===== src/rtl/dff_arb_pkg.sv =====
// Shared types for the round-robin shared-register arbiter: FSM encoding and
// the rotating-priority pick used to choose the next owner.
package dff_arb_pkg;

  localparam int MAX_REQ = 8;

  typedef enum logic [1:0] {
    ST_IDLE    = 2'd0,
    ST_GRANT   = 2'd1,
    ST_RELEASE = 2'd2
  } state_e;

  typedef struct packed {
    logic       valid;
    logic [2:0] idx;
  } pick_t;

  // First set request bit searching ptr, ptr+1, ... modulo n (n <= MAX_REQ).
  function automatic pick_t rr_pick(input logic [MAX_REQ-1:0] req,
                                    input logic [2:0]         ptr,
                                    input int unsigned        n);
    pick_t       p;
    int unsigned i;
    p = '0;
    for (int unsigned k = 0; k < MAX_REQ; k++) begin
      i = (32'(ptr) + k) % n;
      if (k < n && !p.valid && req[i[2:0]]) begin
        p.valid = 1'b1;
        p.idx   = i[2:0];
      end
    end
    return p;
  endfunction

endpackage


===== src/rtl/dff_reg_arbiter_if.sv =====
// Requester-side bus of the shared-register arbiter: requests/data in,
// grant status and the shared register contents out.
interface dff_reg_arbiter_if #(
  parameter int NREQ  = 4,
  parameter int WIDTH = 8
);
  localparam int OW = (NREQ > 1) ? $clog2(NREQ) : 1;

  logic [NREQ-1:0]       req;
  logic [NREQ*WIDTH-1:0] wdata;
  logic [NREQ-1:0]       gnt;
  logic [OW-1:0]         owner;
  logic                  busy;
  logic [WIDTH-1:0]      q;
  logic [WIDTH-1:0]      qbar;

  modport master (output req, wdata, input gnt, owner, busy, q, qbar);
  modport slave  (input req, wdata, output gnt, owner, busy, q, qbar);
endinterface


===== src/rtl/df_reg_bank.sv =====
// WIDTH D flip-flops with load enable and synchronous clear; qbar is kept as
// its own flop so both rails change on the same edge.
module df_reg_bank #(
  parameter int WIDTH = 8
) (
  input  logic             clk,
  input  logic             clear,
  input  logic             en,
  input  logic [WIDTH-1:0] d,
  output logic [WIDTH-1:0] q,
  output logic [WIDTH-1:0] qbar
);
  logic [WIDTH-1:0] q_d, q_q, qbar_d, qbar_q;

  always_comb begin
    q_d    = q_q;
    qbar_d = qbar_q;
    if (en) begin
      q_d    = d;
      qbar_d = ~d;
    end
  end

  always_ff @(posedge clk) begin
    if (clear) begin
      q_q    <= '0;
      qbar_q <= '1;
    end else begin
      q_q    <= q_d;
      qbar_q <= qbar_d;
    end
  end

  assign q    = q_q;
  assign qbar = qbar_q;
endmodule


===== src/rtl/dff_reg_arbiter.sv =====
// Round-robin arbiter granting one requester at a time write access to a shared
// register bank, with tenures capped at HOLD_MAX writes.
module dff_reg_arbiter
  import dff_arb_pkg::*;
#(
  parameter int NREQ     = 4,
  parameter int WIDTH    = 8,
  parameter int HOLD_MAX = 3
) (
  input logic               clk,
  input logic               clear,
  dff_reg_arbiter_if.slave  bus
);
  localparam int OW = (NREQ > 1) ? $clog2(NREQ) : 1;

  state_e           state_d, state_q;
  logic [NREQ-1:0]  gnt_d, gnt_q;
  logic [OW-1:0]    owner_d, owner_q;
  logic [OW-1:0]    rr_ptr_d, rr_ptr_q;
  logic [3:0]       hold_cnt_d, hold_cnt_q;
  logic [MAX_REQ-1:0] req_pad;
  pick_t            pick;
  logic             bank_en;
  logic [WIDTH-1:0] bank_d;

  always_comb begin
    req_pad             = '0;
    req_pad[NREQ-1:0]   = bus.req;
    pick                = rr_pick(req_pad, 3'(rr_ptr_q), NREQ);
    bank_d              = bus.wdata[owner_q*WIDTH +: WIDTH];
  end

  always_comb begin
    state_d    = state_q;
    gnt_d      = gnt_q;
    owner_d    = owner_q;
    rr_ptr_d   = rr_ptr_q;
    hold_cnt_d = hold_cnt_q;
    bank_en    = 1'b0;
    case (state_q)
      ST_IDLE: begin
        if (pick.valid) begin
          state_d                    = ST_GRANT;
          gnt_d                      = '0;
          gnt_d[pick.idx[OW-1:0]]    = 1'b1;
          owner_d                    = pick.idx[OW-1:0];
          hold_cnt_d                 = 4'd1;
        end
      end
      ST_GRANT: begin
        if (bus.req[owner_q]) begin
          bank_en = 1'b1;
          if (hold_cnt_q == 4'(HOLD_MAX)) begin
            state_d = ST_RELEASE;
            gnt_d   = '0;
          end else begin
            hold_cnt_d = hold_cnt_q + 4'd1;
          end
        end else begin
          state_d = ST_RELEASE;
          gnt_d   = '0;
        end
      end
      ST_RELEASE: begin
        // Next search starts just past the owner that was just released.
        rr_ptr_d = (owner_q == OW'(NREQ - 1)) ? '0 : owner_q + OW'(1);
        state_d  = ST_IDLE;
      end
      default: state_d = ST_IDLE;
    endcase
  end

  always_ff @(posedge clk) begin
    if (clear) begin
      state_q    <= ST_IDLE;
      gnt_q      <= '0;
      owner_q    <= '0;
      rr_ptr_q   <= '0;
      hold_cnt_q <= '0;
    end else begin
      state_q    <= state_d;
      gnt_q      <= gnt_d;
      owner_q    <= owner_d;
      rr_ptr_q   <= rr_ptr_d;
      hold_cnt_q <= hold_cnt_d;
    end
  end

  // Bank clear wins over a write on the same edge.
  df_reg_bank #(.WIDTH(WIDTH)) u_bank (
    .clk   (clk),
    .clear (clear),
    .en    (bank_en),
    .d     (bank_d),
    .q     (bus.q),
    .qbar  (bus.qbar)
  );

  assign bus.gnt   = gnt_q;
  assign bus.owner = owner_q;
  assign bus.busy  = (state_q == ST_GRANT);
endmodule


===== src/flat_wrapper.sv =====
// flat-port wrapper written by rule: the top's interface ports become plain ports
module dff_reg_arbiter_flat import dff_arb_pkg::*;
#(
  parameter int NREQ     = 4,
  parameter int WIDTH    = 8,
  parameter int HOLD_MAX = 3
)
  (clk, clear, bus_req, bus_wdata, bus_gnt, bus_owner, bus_busy, bus_q, bus_qbar);
  dff_reg_arbiter_if #(.NREQ(NREQ), .WIDTH(WIDTH)) bus_i ();
  input logic clk;
  input logic clear;
  input wire logic [$bits(bus_i.req)-1:0] bus_req;
  input wire logic [$bits(bus_i.wdata)-1:0] bus_wdata;
  output wire logic [$bits(bus_i.gnt)-1:0] bus_gnt;
  output wire logic [$bits(bus_i.owner)-1:0] bus_owner;
  output wire logic [$bits(bus_i.busy)-1:0] bus_busy;
  output wire logic [$bits(bus_i.q)-1:0] bus_q;
  output wire logic [$bits(bus_i.qbar)-1:0] bus_qbar;
  assign bus_i.req = bus_req;
  assign bus_i.wdata = bus_wdata;
  assign bus_gnt = bus_i.gnt;
  assign bus_owner = bus_i.owner;
  assign bus_busy = bus_i.busy;
  assign bus_q = bus_i.q;
  assign bus_qbar = bus_i.qbar;
  dff_reg_arbiter #(.NREQ(NREQ), .WIDTH(WIDTH), .HOLD_MAX(HOLD_MAX)) u_core (.clk(clk), .clear(clear), .bus(bus_i));
endmodule

===== config.mk =====
export PLATFORM = sky130hd
export DESIGN_NAME = dff_reg_arbiter_flat
export DESIGN_NICKNAME = d
export VERILOG_FILES = /design/src/rtl/dff_arb_pkg.sv /design/src/rtl/dff_reg_arbiter_if.sv /design/src/rtl/df_reg_bank.sv /design/src/rtl/dff_reg_arbiter.sv /design/src/flat_wrapper.sv
export SDC_FILE = /design/constraint.sdc
export NUM_CORES = 1
export LEC_CHECK = 0
export ABC_AREA = 1
export ABC_CLOCK_PERIOD_IN_PS = 3600
export BUFFER_PORTS_ARGS = -buffer_cell sky130_fd_sc_hd__buf_4
export CAP_MARGIN = 20
export CORE_UTILIZATION = 44
export CTS_CLUSTER_SIZE = 30
export DETAILED_ROUTE_END_ITERATION = 7
export PLACE_DENSITY_LB_ADDON = 0.25
export SLEW_MARGIN = 20
export SYNTH_ARGS = -nofsm -noshare
export SYNTH_HDL_FRONTEND = slang
export SYNTH_SLANG_ARGS = --single-unit

===== constraint.sdc =====
create_clock -name clk -period 3.6 [get_ports clk]
set_clock_uncertainty 0.1 [all_clocks]
set_input_delay 0.18 -clock clk [delete_from_list [all_inputs] [get_ports clk]]
set_output_delay 0.18 -clock clk [all_outputs]
set_load 0.01 [all_outputs]

* Word level (Yosys, flattened, before mapping)
Cells that the tools add are included.
** Storage, ports and cells
- Flip-flop bits (word level) :: 30
- Input port bits :: 38
** Operators by class
- Add/subtract/negate cells :: 5
- Order comparisons :: 7
- Equal/unequal tests :: 8
- Shift operators :: 1
- Muxes and demuxes :: 31
- Bitwise logic cells :: 1
- Reductions and logical operators :: 13
** Operators by type and width (count)
- 4-bit two-way mux :: 10
- 32-bit by 6-bit variable part select with 8-bit output :: 1
- 2-bit by 4-bit < comparator with 1-bit output (second input constant) :: 4
- 4-bit case mux with 2 select lines :: 2
- 1-bit binary-select mux with 2-bit select :: 5
- 1-bit two-way mux :: 8
- 2-bit two-way mux :: 4
- 8-bit inverter :: 1
- 2-bit by 3-bit < comparator with 1-bit output (second input constant) :: 2
- 2-bit by 1-bit adder with 2-bit output (second input constant) :: 2
- 2-bit adder (second input constant) :: 2
- 4-bit by 1-bit adder with 4-bit output (second input constant) :: 1
- 2-bit == test (second input constant) :: 2
- 4-bit by 2-bit == test with 1-bit output (second input constant) :: 1
- 1-bit logical AND :: 4
- 2-bit by 1-bit != test with 1-bit output (second input constant) :: 2
- 2-bit case mux with 2 select lines :: 1
- 2-bit AND reduction :: 2
- 4-bit AND reduction :: 1
- 1-bit logical NOT :: 3
- 3-bit != test (second input constant) :: 1
- 3-bit AND reduction :: 1
- 1-bit demux with 2-bit select :: 1
- 2-bit by 1-bit == test with 1-bit output (second input constant) :: 1
- other kinds (4) :: 4

* Depth between registers and ports, before layout
Gate-level depths: netlist of the first run.
- Depth after elaboration :: 18
- Gate-level depth with buffers :: 13
- Mapped depth without buffers :: 12

* Hierarchy
Synthesis of the first run repeated with hierarchy kept, for this count alone.
** Unflattened totals
- Cells, all modules :: 266
- Area, all modules :: 1764.2 um^2
** By module, submodules not included
- dff_reg_arbiter :: instances 1, cells an instance 191, area an instance 1156.1 um^2
- df_reg_bank :: instances 1, cells an instance 75, area an instance 608.1 um^2

* Worst setup path after synthesis of the first run
No wires, ideal clock.
- Kind :: register -> register
- Start point :: register u_core.owner_q[0] (netlist: u_core.bus.owner[0])
- End point :: register u_core.hold_cnt_q[1]
- Data arrival time :: 1279 ps
- Required time :: 3383 ps
- Path slack :: 2104 ps
- Stages on the path, launching flop included :: 11
- Buffers on the path :: 0
- Cell sequence :: dfxtp_1 > a21oi_1 > o21ai_0 > nand2_1 > nand2_2 > nor2_1 > inv_1 > nand2_4 > inv_2 > a21oi_1 > nor2_1
** On the way
- Longest elaborated chain between the ends :: 4
** Ends and longest elaborated chain
- start, declared :: line dff_reg_arbiter.sv:18 : logic [OW-1:0] owner_d, owner_q;
- start signal, assigned :: line dff_reg_arbiter.sv:83 : owner_q <= owner_d;
- 1-bit binary-select mux with 2-bit select :: line dff_reg_arbiter.sv:51 : if (bus.req[owner_q]) begin
- 1-bit two-way mux (implied by the code) :: line dff_reg_arbiter.sv:51
- 2-bit by 1-bit != test with 1-bit output (no source line)
- 4-bit AND reduction (no source line)
- end signal, assigned :: line dff_reg_arbiter.sv:85 : hold_cnt_q <= hold_cnt_d;
- end, declared :: line dff_reg_arbiter.sv:20 : logic [3:0] hold_cnt_d, hold_cnt_q;
No other way between the ends. The select of a mux whose other input is x is not followed.
A chain may end at the register's enable or synchronous reset.

* Worst setup path in the final report of the first run
- Start point :: register u_core.owner_q[0] (netlist: u_core.bus.owner[0])
- End point :: register u_core.u_bank.q_q[3] (netlist: u_core.u_bank.q[3])
** On the way
- Longest elaborated chain between the ends :: 4
** Ends and longest elaborated chain
- parallel branches: the longest is 4 deep, another holds 32-bit by 6-bit variable part select with 8-bit output
- end signal, assigned :: line df_reg_bank.sv:29 : q_q <= q_d;
- end, declared :: line df_reg_bank.sv:13 : logic [WIDTH-1:0] q_d, q_q, qbar_d, qbar_q;
Parallel ways; which one is timed is not known. The select of a mux whose other input is x is not followed.

==> results.cfg, run 1 <==
[cells_and_area]
nNetsFinal = 348
drive_above_1_share_pct = 28.0
number_of_filler_instances_in_the_final_layout = 369
area_growth_pct = 31.9
n_antenna_cell = 0
layoutNonFillerInstCount = 355

[sta]
final_setup_violating_endpoints = 0
period_share_pct = 60.1
timing.final.max_slew_violations = 0
final_critical_path_setup_slack_ps = 1430
maxClockFrequency_mhz = 462
grt_setup_unrepaired = false
min_period_ps = 2170
worst_slew_pin_slew_ps = 690
finalSetupTns_ps = 0
worst_slew_margin_rel_pct = 54.0
hold_vio_cnt_final = 0

[yosys]
mappedNetlistNets = 290
async_set_or_reset_flop_fraction_in_the_synthesized_netlist_pct = 0
synth_enable_flop_cells = 0
synth.yosys.warnings = 0
yosys.area.top_type_share_pct = 35.4
ys_top_cells_by_count = 65 x sky130_fd_sc_hd__nand2_1, 30 x sky130_fd_sc_hd__dfxtp_1, 28 x sky130_fd_sc_hd__nor2_1
postSynthCellCount = 250
cell_type_with_the_highest_aggregate_area_in_the_netlist = sky130_fd_sc_hd__dfxtp_1
synthesis.area_per_instance_um2 = 6.78
yosysMostFrequentCell = sky130_fd_sc_hd__nand2_1
yosys_most_used_dff = sky130_fd_sc_hd__dfxtp_1
ys_types = 26
register_area_share_after_synthesis_pct = 35.4
ys_ff_latch = 30
synthesis.area_mm2 = 0.00170
synth.area.top_cells = sky130_fd_sc_hd__dfxtp_1 35%, sky130_fd_sc_hd__nand2_1 14%, sky130_fd_sc_hd__o21ai_0 7.4%

[cts]
postCtsHoldBufs = 0
worstSkewPairLatency_ps = 270
maximum_buffer_depth_of_the_clock_tree = 2
post_cts.repair.setup_buffers = 0
clock_tree.root_cell = sky130_fd_sc_hd__clkbuf_8
tritoncts_clock_tree = done
num_cts_buffers = 5
cts_repair_resize_count = 0
clock-sinks = 30
cts.htree.levels = 2
cts.clk_slew.worst_paths_ps = 60

[floorplanning]
total_die_area_mm2 = 0.00411
ios = 61
die-width_um = 64.1
floorplan.initialDensity_pct = 46.0
core.rowCount = 22
die_height_um = 64.1
core_region_area_mm2 = 0.00369

[place]
buffer_ports.inserted = 60
dp.cells = 349
detailedPlacementHpwl_um = 3160
worst_slack_at_placement_ps = 1420
gp_congestion = 0.819

[worst_setup_path]
arrival_ps = 2240
cp_top_family = flip-flops
crit_path_top_delay_cell = sky130_fd_sc_hd__dfxtp_1
critPathCaptureType = flop
crit_path_cell_trace = o211ai_1 -> nand2_1 -> nand2_2 -> inv_1 -> o221ai_1 -> o211a_1
setup.worst_path.class = reg2reg
worst_ep_required_time_ps = 3670
critPathLaunchType = flop
worst-path-buf-inv = 1
crit_path_max_incr_delay_ps = 760
cp_max_fo = 25

[detailed_routing]
post_drt_via_cell_ratio = 5.07
postRouteWirelength_um = 4100
route.detailed.drc = 0
drt_first_iter_violations = 88
detail_route.wl_per_cell_um = 11.5
antenna_violating_nets_post_route = 0
drt_first_pass_iters = 4
routed-via-count = 1800

[power]
worst_voltage_drop_across_the_vdd_grid_mv = 0.394
power_leakage_nw = 1.11
p_per_area_mw_per_mm2 = 693

[global_route]
grt_antenna_before_repair = 0
globalRouteOverflowTotal = 0
largest_net_degree_at_the_start_of_global_routing = 26
grt_pass1_wl_um = 6830
first_global_vias = 1633
grt_util_all_layers_pct = 21.3

[min_path]
worst_hold_path_type = in2reg

[status]
run_status = finished, final reports clean

[run]
maxCapViolations = 0
==> cell usage in the layout, fill, tap and decap left out <==
cell and count:
sky130_fd_sc_hd__nand2_1 65, sky130_fd_sc_hd__nor2_2 3, sky130_fd_sc_hd__nor2_1 28, sky130_fd_sc_hd__a21oi_2 1, sky130_fd_sc_hd__nor2_4 3, sky130_fd_sc_hd__o21ai_0 25
sky130_fd_sc_hd__nand3_1 20, sky130_fd_sc_hd__o211ai_1 1, sky130_fd_sc_hd__nand3_2 1, sky130_fd_sc_hd__o22ai_1 3, sky130_fd_sc_hd__a21oi_1 15, sky130_fd_sc_hd__inv_2 3
sky130_fd_sc_hd__a21boi_1 1, sky130_fd_sc_hd__nand2_2 6, sky130_fd_sc_hd__o221ai_1 5, sky130_fd_sc_hd__nand2_4 3, sky130_fd_sc_hd__dfxtp_1 30, sky130_fd_sc_hd__buf_4 60
sky130_fd_sc_hd__ha_1 2, sky130_fd_sc_hd__nand4_1 2, sky130_fd_sc_hd__nor4_1 1, sky130_fd_sc_hd__clkbuf_8 6, sky130_fd_sc_hd__inv_1 18, sky130_fd_sc_hd__o211a_1 5
==> state kept, by name, indices dropped and copies added, names as in the netlist <==
| signal | flops |
|---|---|
| u_core.bus.gnt | 4 |
| u_core.bus.owner | 2 |
| u_core.hold_cnt_q | 4 |
| u_core.rr_ptr_q | 2 |
| u_core.state_q | 2 |
| u_core.u_bank.q | 8 |
| u_core.u_bank.qbar | 8 |
==> per-stage QoR <==
step | area (um2) | power, mW | hold WS, ps | utilization, %
final | 2240 | 1.55 | 75.3 | 60.6
after global routing | 2240 | 1.68 | 80.1 | 60.6
after CTS | 2240 | 1.56 | 70.0 | 60.6
after detailed placement | 2150 | 1.30 | 358 | 58.4
after global placement | 2150 | 1.29 | 356 | 58.4
after floorplan | 1700 | 1.05 | 225 | -
==> cell type report <==
cell class / instances / area [um2] / share of cell area (%)
timing repair buffer: 60 / 450 / 20.1
multi-input combinational: 190 / 963 / 43.1
tap: 48 / 60.1 / 2.69
clock buffer: 6 / 82.6 / 3.69
sequential: 30 / 601 / 26.9
inverter: 21 / 78.8 / 3.53
==> final timing paths <==
check / end / start / cells past startpoint / slack, ps
worst min register to register: u_core.bus.gnt[3]$_SDFFE_PP0P_ / u_core.bus.gnt[3]$_SDFFE_PP0P_ / 2 / 360
worst min-delay path: u_core.hold_cnt_q[0]$_SDFFE_PP0P_ / clear / 2 / 80
worst max-delay path: u_core.u_bank.q[3]$_SDFFE_PP0P_ / u_core.bus.owner[0]$_SDFFE_PP0P_ / 6 / 1430
worst max register to register: u_core.u_bank.q[3]$_SDFFE_PP0P_ / u_core.bus.owner[0]$_SDFFE_PP0P_ / 6 / 1430
==> layer usage <==
layer | vias up | global-route usage (%) | share of wire [%]
li1 | 943 | - | -
met1 | 790 | 24.6 | 42
met2 | 62 | 38.7 | 50
met3 | 5 | 4.64 | 6.2
met4 | 0 | 6.82 | 1.2
met5 | - | 0 | 0
==> report_power, final <==
part,internal [mW],switching (mW),total (mW)
Clock,0.147,0.113,0.260
Sequential,0.431,0.108,0.538
Combinational,0.313,0.439,0.752
Total,0.890,0.659,1.55
==> cells by family (layout without fill, tap and decap cells) <==
logic type | count (synthesis) | after routing | synth area share, %
AOI/OAI and AO/OA | 56 | 56 | 19.9
and+or+nand+nor | 132 | 132 | 35.5
buffers and inverters | 30 | 87 | 7.75
adders and majority gates | 2 | 2 | 1.48
DFF | 30 | 30 | 35.4
No activity file was read; power rests on OpenSTA's default activity.
==> inputs of run 2 (changes only) <==
--- a/config.mk
+++ b/config.mk
@@ -6,7 +6,7 @@
 export NUM_CORES = 1
 export LEC_CHECK = 0
 export ABC_AREA = 1
-export ABC_CLOCK_PERIOD_IN_PS = 3600
+export ABC_CLOCK_PERIOD_IN_PS = 2200
 export BUFFER_PORTS_ARGS = -buffer_cell sky130_fd_sc_hd__buf_4
 export CAP_MARGIN = 20
 export CORE_UTILIZATION = 44
==> constraint.sdc (replaced) <==
create_clock -name clk -period 2.2 [get_ports clk]
set_clock_uncertainty 0.1 [all_clocks]
set_input_delay 0.11 -clock clk [delete_from_list [all_inputs] [get_ports clk]]
set_output_delay 0.11 -clock clk [all_outputs]
set_load 0.01 [all_outputs]
==> run 2 against run 1 <==
Effect of this change: core utilization up 1.2 points; hold slack improved by 79 ps; maximum frequency rose by 19%; register-to-register slack got worse by 1100 ps; total power grew 70%; critical path type unchanged; largest cell class unchanged.
==> results.cfg, run 2 (synthesis gave the netlist of run 1 again) <==
[detailed_routing]
drt_first_pass_iters = 5
routed-via-count = 1903
route.detailed.drc = 0
antenna_violating_nets_post_route = 0
drt_first_iter_violations = 95
postRouteWirelength_um = 4510
post_drt_via_cell_ratio = 5.27
detail_route.wl_per_cell_um = 12.5

[power]
clock_power_share_pct = 17.9
power_leakage_nw = 1.14
swShare_pct = 43.3
total_power_after_layout_mw = 2.63
p_sw_mw = 1.14
internal-power_mw = 1.49
worst_voltage_drop_across_the_vdd_grid_mv = 0.553
p_per_area_mw_per_mm2 = 1160
seq_power_share_pct = 31.2
p_comb_share_pct = 50.9

[global_route]
grt_pass1_wl_um = 7430
globalRouteOverflowTotal = 0
grt_antenna_before_repair = 0
largest_net_degree_at_the_start_of_global_routing = 19
first_global_vias = 1704
grt_util_all_layers_pct = 23.4

[cts]
num_cts_buffers = 5
clock-sinks = 30
cts.clk_slew.worst_paths_ps = 60
clock_tree.root_cell = sky130_fd_sc_hd__clkbuf_8
maximum_buffer_depth_of_the_clock_tree = 2
cts.htree.levels = 2
cts_repair_resize_count = 0
tritoncts_clock_tree = done
postCtsHoldBufs = 1
post_cts.repair.setup_buffers = 0
worstSkewPairLatency_ps = 280

[sta]
hold_vio_cnt_final = 0
grt_setup_unrepaired = false
worst_slew_pin_slew_ps = 525
min_period_ps = 1820
timing.final.max_slew_violations = 0
finalSetupTns_ps = 0
worst_slew_margin_rel_pct = 65.0
final_setup_violating_endpoints = 0
maxClockFrequency_mhz = 551
period_share_pct = 82.6

[floorplanning]
core_region_area_mm2 = 0.00369
floorplan.initialDensity_pct = 46.0
ios = 61
die_height_um = 64.1
core.rowCount = 22
die-width_um = 64.1
total_die_area_mm2 = 0.00411

[worst_setup_path]
crit_path_max_incr_delay_ps = 390
worst_ep_required_time_ps = 2280
crit_path_top_delay_cell = sky130_fd_sc_hd__inv_1
cp_max_fo = 16
arrival_ps = 1890
setup.worst_path.class = reg2reg
crit_path_cell_trace = a21oi_1 -> o21ai_0 -> nand2_1 -> nand2_2 -> inv_1 -> o221ai_1 -> o211a_1
critPathLaunchType = flop
critPathCaptureType = flop

[cells_and_area]
nNetsFinal = 352
most_common_library_cell_in_the_layout_ignoring_fill_and_taps = sky130_fd_sc_hd__nand2_1
drive_above_1_share_pct = 29.1
highest_count_cells_in_the_layout_ignoring_fill_and_taps = 65 x sky130_fd_sc_hd__nand2_1, 63 x sky130_fd_sc_hd__buf_4, 30 x sky130_fd_sc_hd__dfxtp_1
n_antenna_cell = 0
area_growth_pct = 34.5

[place]
gp_congestion = 0.841
detailedPlacementHpwl_um = 3370
buffer_ports.inserted = 60

[status]
run_status = finished, final reports clean

[run]
maxCapViolations = 0

[min_path]
worst_hold_path_type = in2reg
run 2: changes by cell type in the layout (fill, tap and decap cells not counted), sizes merged:
cell         change
clkinvlp         +1
clkinv           +1
dlygate4sd3      +1
buf              +3
run 2: path summary, 6_finish.rpt:
check	slack, ps	end	start	cells after the start
max	380	u_core.u_bank.q[0]$_SDFFE_PP0P_	u_core.bus.owner[0]$_SDFFE_PP0P_	7
max reg2reg	380	u_core.u_bank.q[0]$_SDFFE_PP0P_	u_core.bus.owner[0]$_SDFFE_PP0P_	7
min	150	u_core.u_bank.qbar[7]$_SDFFE_PP1P_	bus_wdata[31]	4
min reg2reg	360	u_core.bus.gnt[1]$_SDFFE_PP0P_	u_core.bus.gnt[1]$_SDFFE_PP0P_	2
run 2: per-stage QoR:
stage | cell area (um2) | setup slack, ps | hold WS, ps | instances | util [%]
2_1_floorplan | 1700 | 704 | 155 | 250 | -
3_3_place_gp | 2180 | 437 | 285 | 352 | 59.0
3_5_place_dp | 2180 | 398 | 286 | 352 | 59.0
4_1_cts | 2280 | 396 | 159 | 361 | 61.8
5_1_grt | 2280 | 197 | 201 | 361 | 61.8
6_report | 2280 | 384 | 154 | 361 | 61.8
run 2: power groups by stage:
| stage | registers [mW] | clock network (mW) | logic [mW] |
|---|---|---|---|
| 2_1_floorplan | 0.867 | 0 | 0.856 |
| 3_3_place_gp | 0.829 | 0 | 1.33 |
| 3_5_place_dp | 0.828 | 0 | 1.34 |
| 4_1_cts | 0.822 | 0.476 | 1.35 |
| 5_1_grt | 0.843 | 0.502 | 1.50 |
| 6_report | 0.822 | 0.472 | 1.34 |
run 2: routing by layer:
layer	vias up	track usage, %	share of wire (%)
li1	955	-	-
met1	874	26.8	42
met2	65	40.3	50
met3	9	6.79	5.7
met4	0	9.94	2.0
met5	-	0	0
run 2: cell type report:
class	instances	area (um2)
clock buffers	6	82.6
clock inverters	2	12.5
fillers	372	1410
inverters	21	78.8
multi-input cells	190	963
flip-flops and latches	30	601
well taps	48	60.1
repair buffers	64	483
run 2: worst max-delay path: cells and delay by family, from the launching register on:
family	cells	cell delay, ps
AND/OR/NAND/NOR	2	220
AO/OA/AOI/OAI	4	650
buffers and inverters	1	390
flip-flops	1	370
==> inputs of run 3 (changes only) <==
--- a/config.mk
+++ b/config.mk
@@ -5,8 +5,8 @@
 export SDC_FILE = /design/constraint.sdc
 export NUM_CORES = 1
 export LEC_CHECK = 0
-export ABC_AREA = 1
-export ABC_CLOCK_PERIOD_IN_PS = 2200
+export ABC_AREA = 0
+export ABC_CLOCK_PERIOD_IN_PS = 1700
 export BUFFER_PORTS_ARGS = -buffer_cell sky130_fd_sc_hd__buf_4
 export CAP_MARGIN = 20
 export CORE_UTILIZATION = 44
==> constraint.sdc (replaced) <==
create_clock -name clk -period 1.7 [get_ports clk]
set_clock_uncertainty 0.1 [all_clocks]
set_input_delay 0.085 -clock clk [delete_from_list [all_inputs] [get_ports clk]]
set_output_delay 0.085 -clock clk [all_outputs]
set_load 0.01 [all_outputs]
==> run 3 against run 2 <==
Effect of this change: clock-buffer cell count grew 1; maximum frequency up 9.5%; non-clock buffer count grew 5; total power fell by 36%; clock power is 17% lower; cell count fell by 28%; synthesized cell count down 41%; combinational power fell by 63%; first-iteration DRC count decreased by 41%; hold slack got worse by 140 ps; critical path type unchanged.
==> results.cfg, run 3 <==
[sta]
worst_slew_pin_slew_ps = 550
hold_vio_cnt_final = 0
holdWs_ps = 17.8
finalSetupTns_ps = 0
maxClockFrequency_mhz = 603
timing.final.max_slew_violations = 0
worst_slew_margin_rel_pct = 63.1
min_period_ps = 1660
final_setup_violating_endpoints = 0
period_share_pct = 97.6

[worst_setup_path]
crit_path_top_delay_cell = sky130_fd_sc_hd__mux4_2
cp_max_fo = 5
arrival_ps = 1820
crit_path_max_incr_delay_ps = 570
critPathCaptureType = flop
critPathLaunchType = flop
setup.worst_path.class = reg2reg
ff2ff_path_depth = 4
worst_ep_required_time_ps = 1860
crit_path_cell_trace = mux4_2 -> buf_4 -> and3_4 -> a211oi_2

[cts]
tritoncts_clock_tree = done
clock_tree.root_cell = sky130_fd_sc_hd__clkbuf_4
cts.htree.levels = 2
num_cts_buffers = 5
worstSkewPairLatency_ps = 330
cts.clk_slew.worst_paths_ps = 90
maximum_buffer_depth_of_the_clock_tree = 2
clock-sinks = 30

[yosys]
yosysMostFrequentCell = sky130_fd_sc_hd__dfxtp_1
synth.yosys.warnings = 0
async_set_or_reset_flop_fraction_in_the_synthesized_netlist_pct = 0
yosys_most_used_dff = sky130_fd_sc_hd__dfxtp_1
synthesis.area_per_instance_um2 = 10.2
cell_type_with_the_highest_aggregate_area_in_the_netlist = sky130_fd_sc_hd__dfxtp_1
synth_enable_flop_cells = 0
register_area_share_after_synthesis_pct = 40.0
mappedNetlistNets = 188
synthesis.area_mm2 = 0.00150
ys_top_cells_by_count = 30 x sky130_fd_sc_hd__dfxtp_1, 13 x sky130_fd_sc_hd__a21oi_1, 13 x sky130_fd_sc_hd__nand2_1
ys_ff_latch = 30
synth.area.top_cells = sky130_fd_sc_hd__dfxtp_1 40%, sky130_fd_sc_hd__mux4_2 13%, sky130_fd_sc_hd__a21oi_1 4.3%
postSynthCellCount = 148
yosys.area.top_type_share_pct = 40.0
ys_types = 38

[detailed_routing]
antenna_violating_nets_post_route = 0
drt_first_pass_iters = 4
detail_route.wl_per_cell_um = 15.8
drt_first_iter_violations = 56
post_drt_via_cell_ratio = 5.55
route.detailed.drc = 0
postRouteWirelength_um = 4090
routed-via-count = 1437

[global_route]
grt_util_all_layers_pct = 24.4
largest_net_degree_at_the_start_of_global_routing = 30
grt_antenna_before_repair = 0
first_global_vias = 1443
globalRouteOverflowTotal = 0
grt_pass1_wl_um = 6470

[cells_and_area]
drive_above_1_share_pct = 44.7
n_antenna_cell = 0
most_common_library_cell_in_the_layout_ignoring_fill_and_taps = sky130_fd_sc_hd__buf_4
nNetsFinal = 255
number_of_filler_instances_in_the_final_layout = 280
final_util_pct = 66.6
area_used_by_multi_input_combinational_logic_um2 = 851
finish.instance_area_mm2 = 0.00210
highest_count_cells_in_the_layout_ignoring_fill_and_taps = 67 x sky130_fd_sc_hd__buf_4, 28 x sky130_fd_sc_hd__dfxtp_1, 13 x sky130_fd_sc_hd__nand2_1
area_growth_pct = 39.7
layoutNonFillerInstCount = 259
regArea_um2 = 603

[floorplanning]
ios = 61
core_region_area_mm2 = 0.00315
die_height_um = 60.4
total_die_area_mm2 = 0.00365
core.rowCount = 20
floorplan.initialDensity_pct = 47.7
die-width_um = 60.4

[place]
detailedPlacementHpwl_um = 3050
dp.cells = 250
place_area_mm2 = 0.00201
gp_congestion = 0.804
buffer_ports.inserted = 60

[power]
worst_voltage_drop_across_the_vdd_grid_mv = 0.431
power_leakage_nw = 0.898
p_per_area_mw_per_mm2 = 805

[status]
run_status = finished, final reports clean

[min_path]
worst_hold_path_type = in2reg
hold_path_depth = 2

[run]
maxCapViolations = 0
## run 3: per-stage QoR
step / worst slack (ps) / power [mW]
after detailed placement: 1.97 / 1.28
final: 41.1 / 1.69
after floorplan: -59.3 / 1.08
after CTS: 4.69 / 1.67
after global routing: -13.7 / 1.77
after global placement: 38.0 / 1.26
## run 3: kinds of logic after synthesis
logic type / synth area share, %
xor+xnor: 1.17
compound gates: 16.7
flops: 40.0
mux: 14.8
fa+ha+maj: 1.67
simple gates: 20.7
buf+inv: 4.91
## run 3: area by class of cell
| type | instances | share of cell area (%) |
|---|---|---|
| flip-flops and latches | 30 | 28.7 |
| multi-input cells | 106 | 40.5 |
| clock buffers | 7 | 2.15 |
| repair buffers | 69 | 25.4 |
| inverters | 3 | 0.536 |
| well taps | 44 | 2.62 |
## run 3: final timing paths
path	from	slack [ps]	to
setup reg to reg	u_core.bus.owner[1]$_SDFFE_PP0P_	40	u_core.hold_cnt_q[0]$_SDFFE_PP0P_
setup / recovery	u_core.bus.owner[1]$_SDFFE_PP0P_	40	u_core.hold_cnt_q[0]$_SDFFE_PP0P_
hold / removal	clear	20	u_core.rr_ptr_q[0]$_SDFFE_PP0N_
hold reg to reg	u_core.u_bank.q[1]$_SDFFE_PP0P_	360	u_core.u_bank.q[1]$_SDFFE_PP0P_
## run 3: timing repair
action	CTS	global route
hold buffers	0	0
resized for setup	1	7
endpoints found under the setup margin	2	10
buffers inserted	1	1
## run 3: worst max-delay path: cells and delay by family, from the launching register on
kind                   cells  cell delay (ps)
flip-flops                 1              350
multiplexers               1              570
AO/OA/AOI/OAI              1              220
AND/OR/NAND/NOR            1              180
buffers and inverters      1              170
## run 3: power by group
part           total, mW  internal (mW)  switching [mW]
clock              0.393          0.156           0.237
combinational      0.500          0.270           0.230
sequential         0.798          0.756          0.0422
total               1.69           1.18           0.509
## run 3: layer usage
layer  routed length, um  up-vias  track usage (%)
met5                   0        -                0
met4                  48        0             11.4
met3                 203        7             4.69
met2                2260       50             45.7
li1                    -      677                -
met1                1580      703             26.2
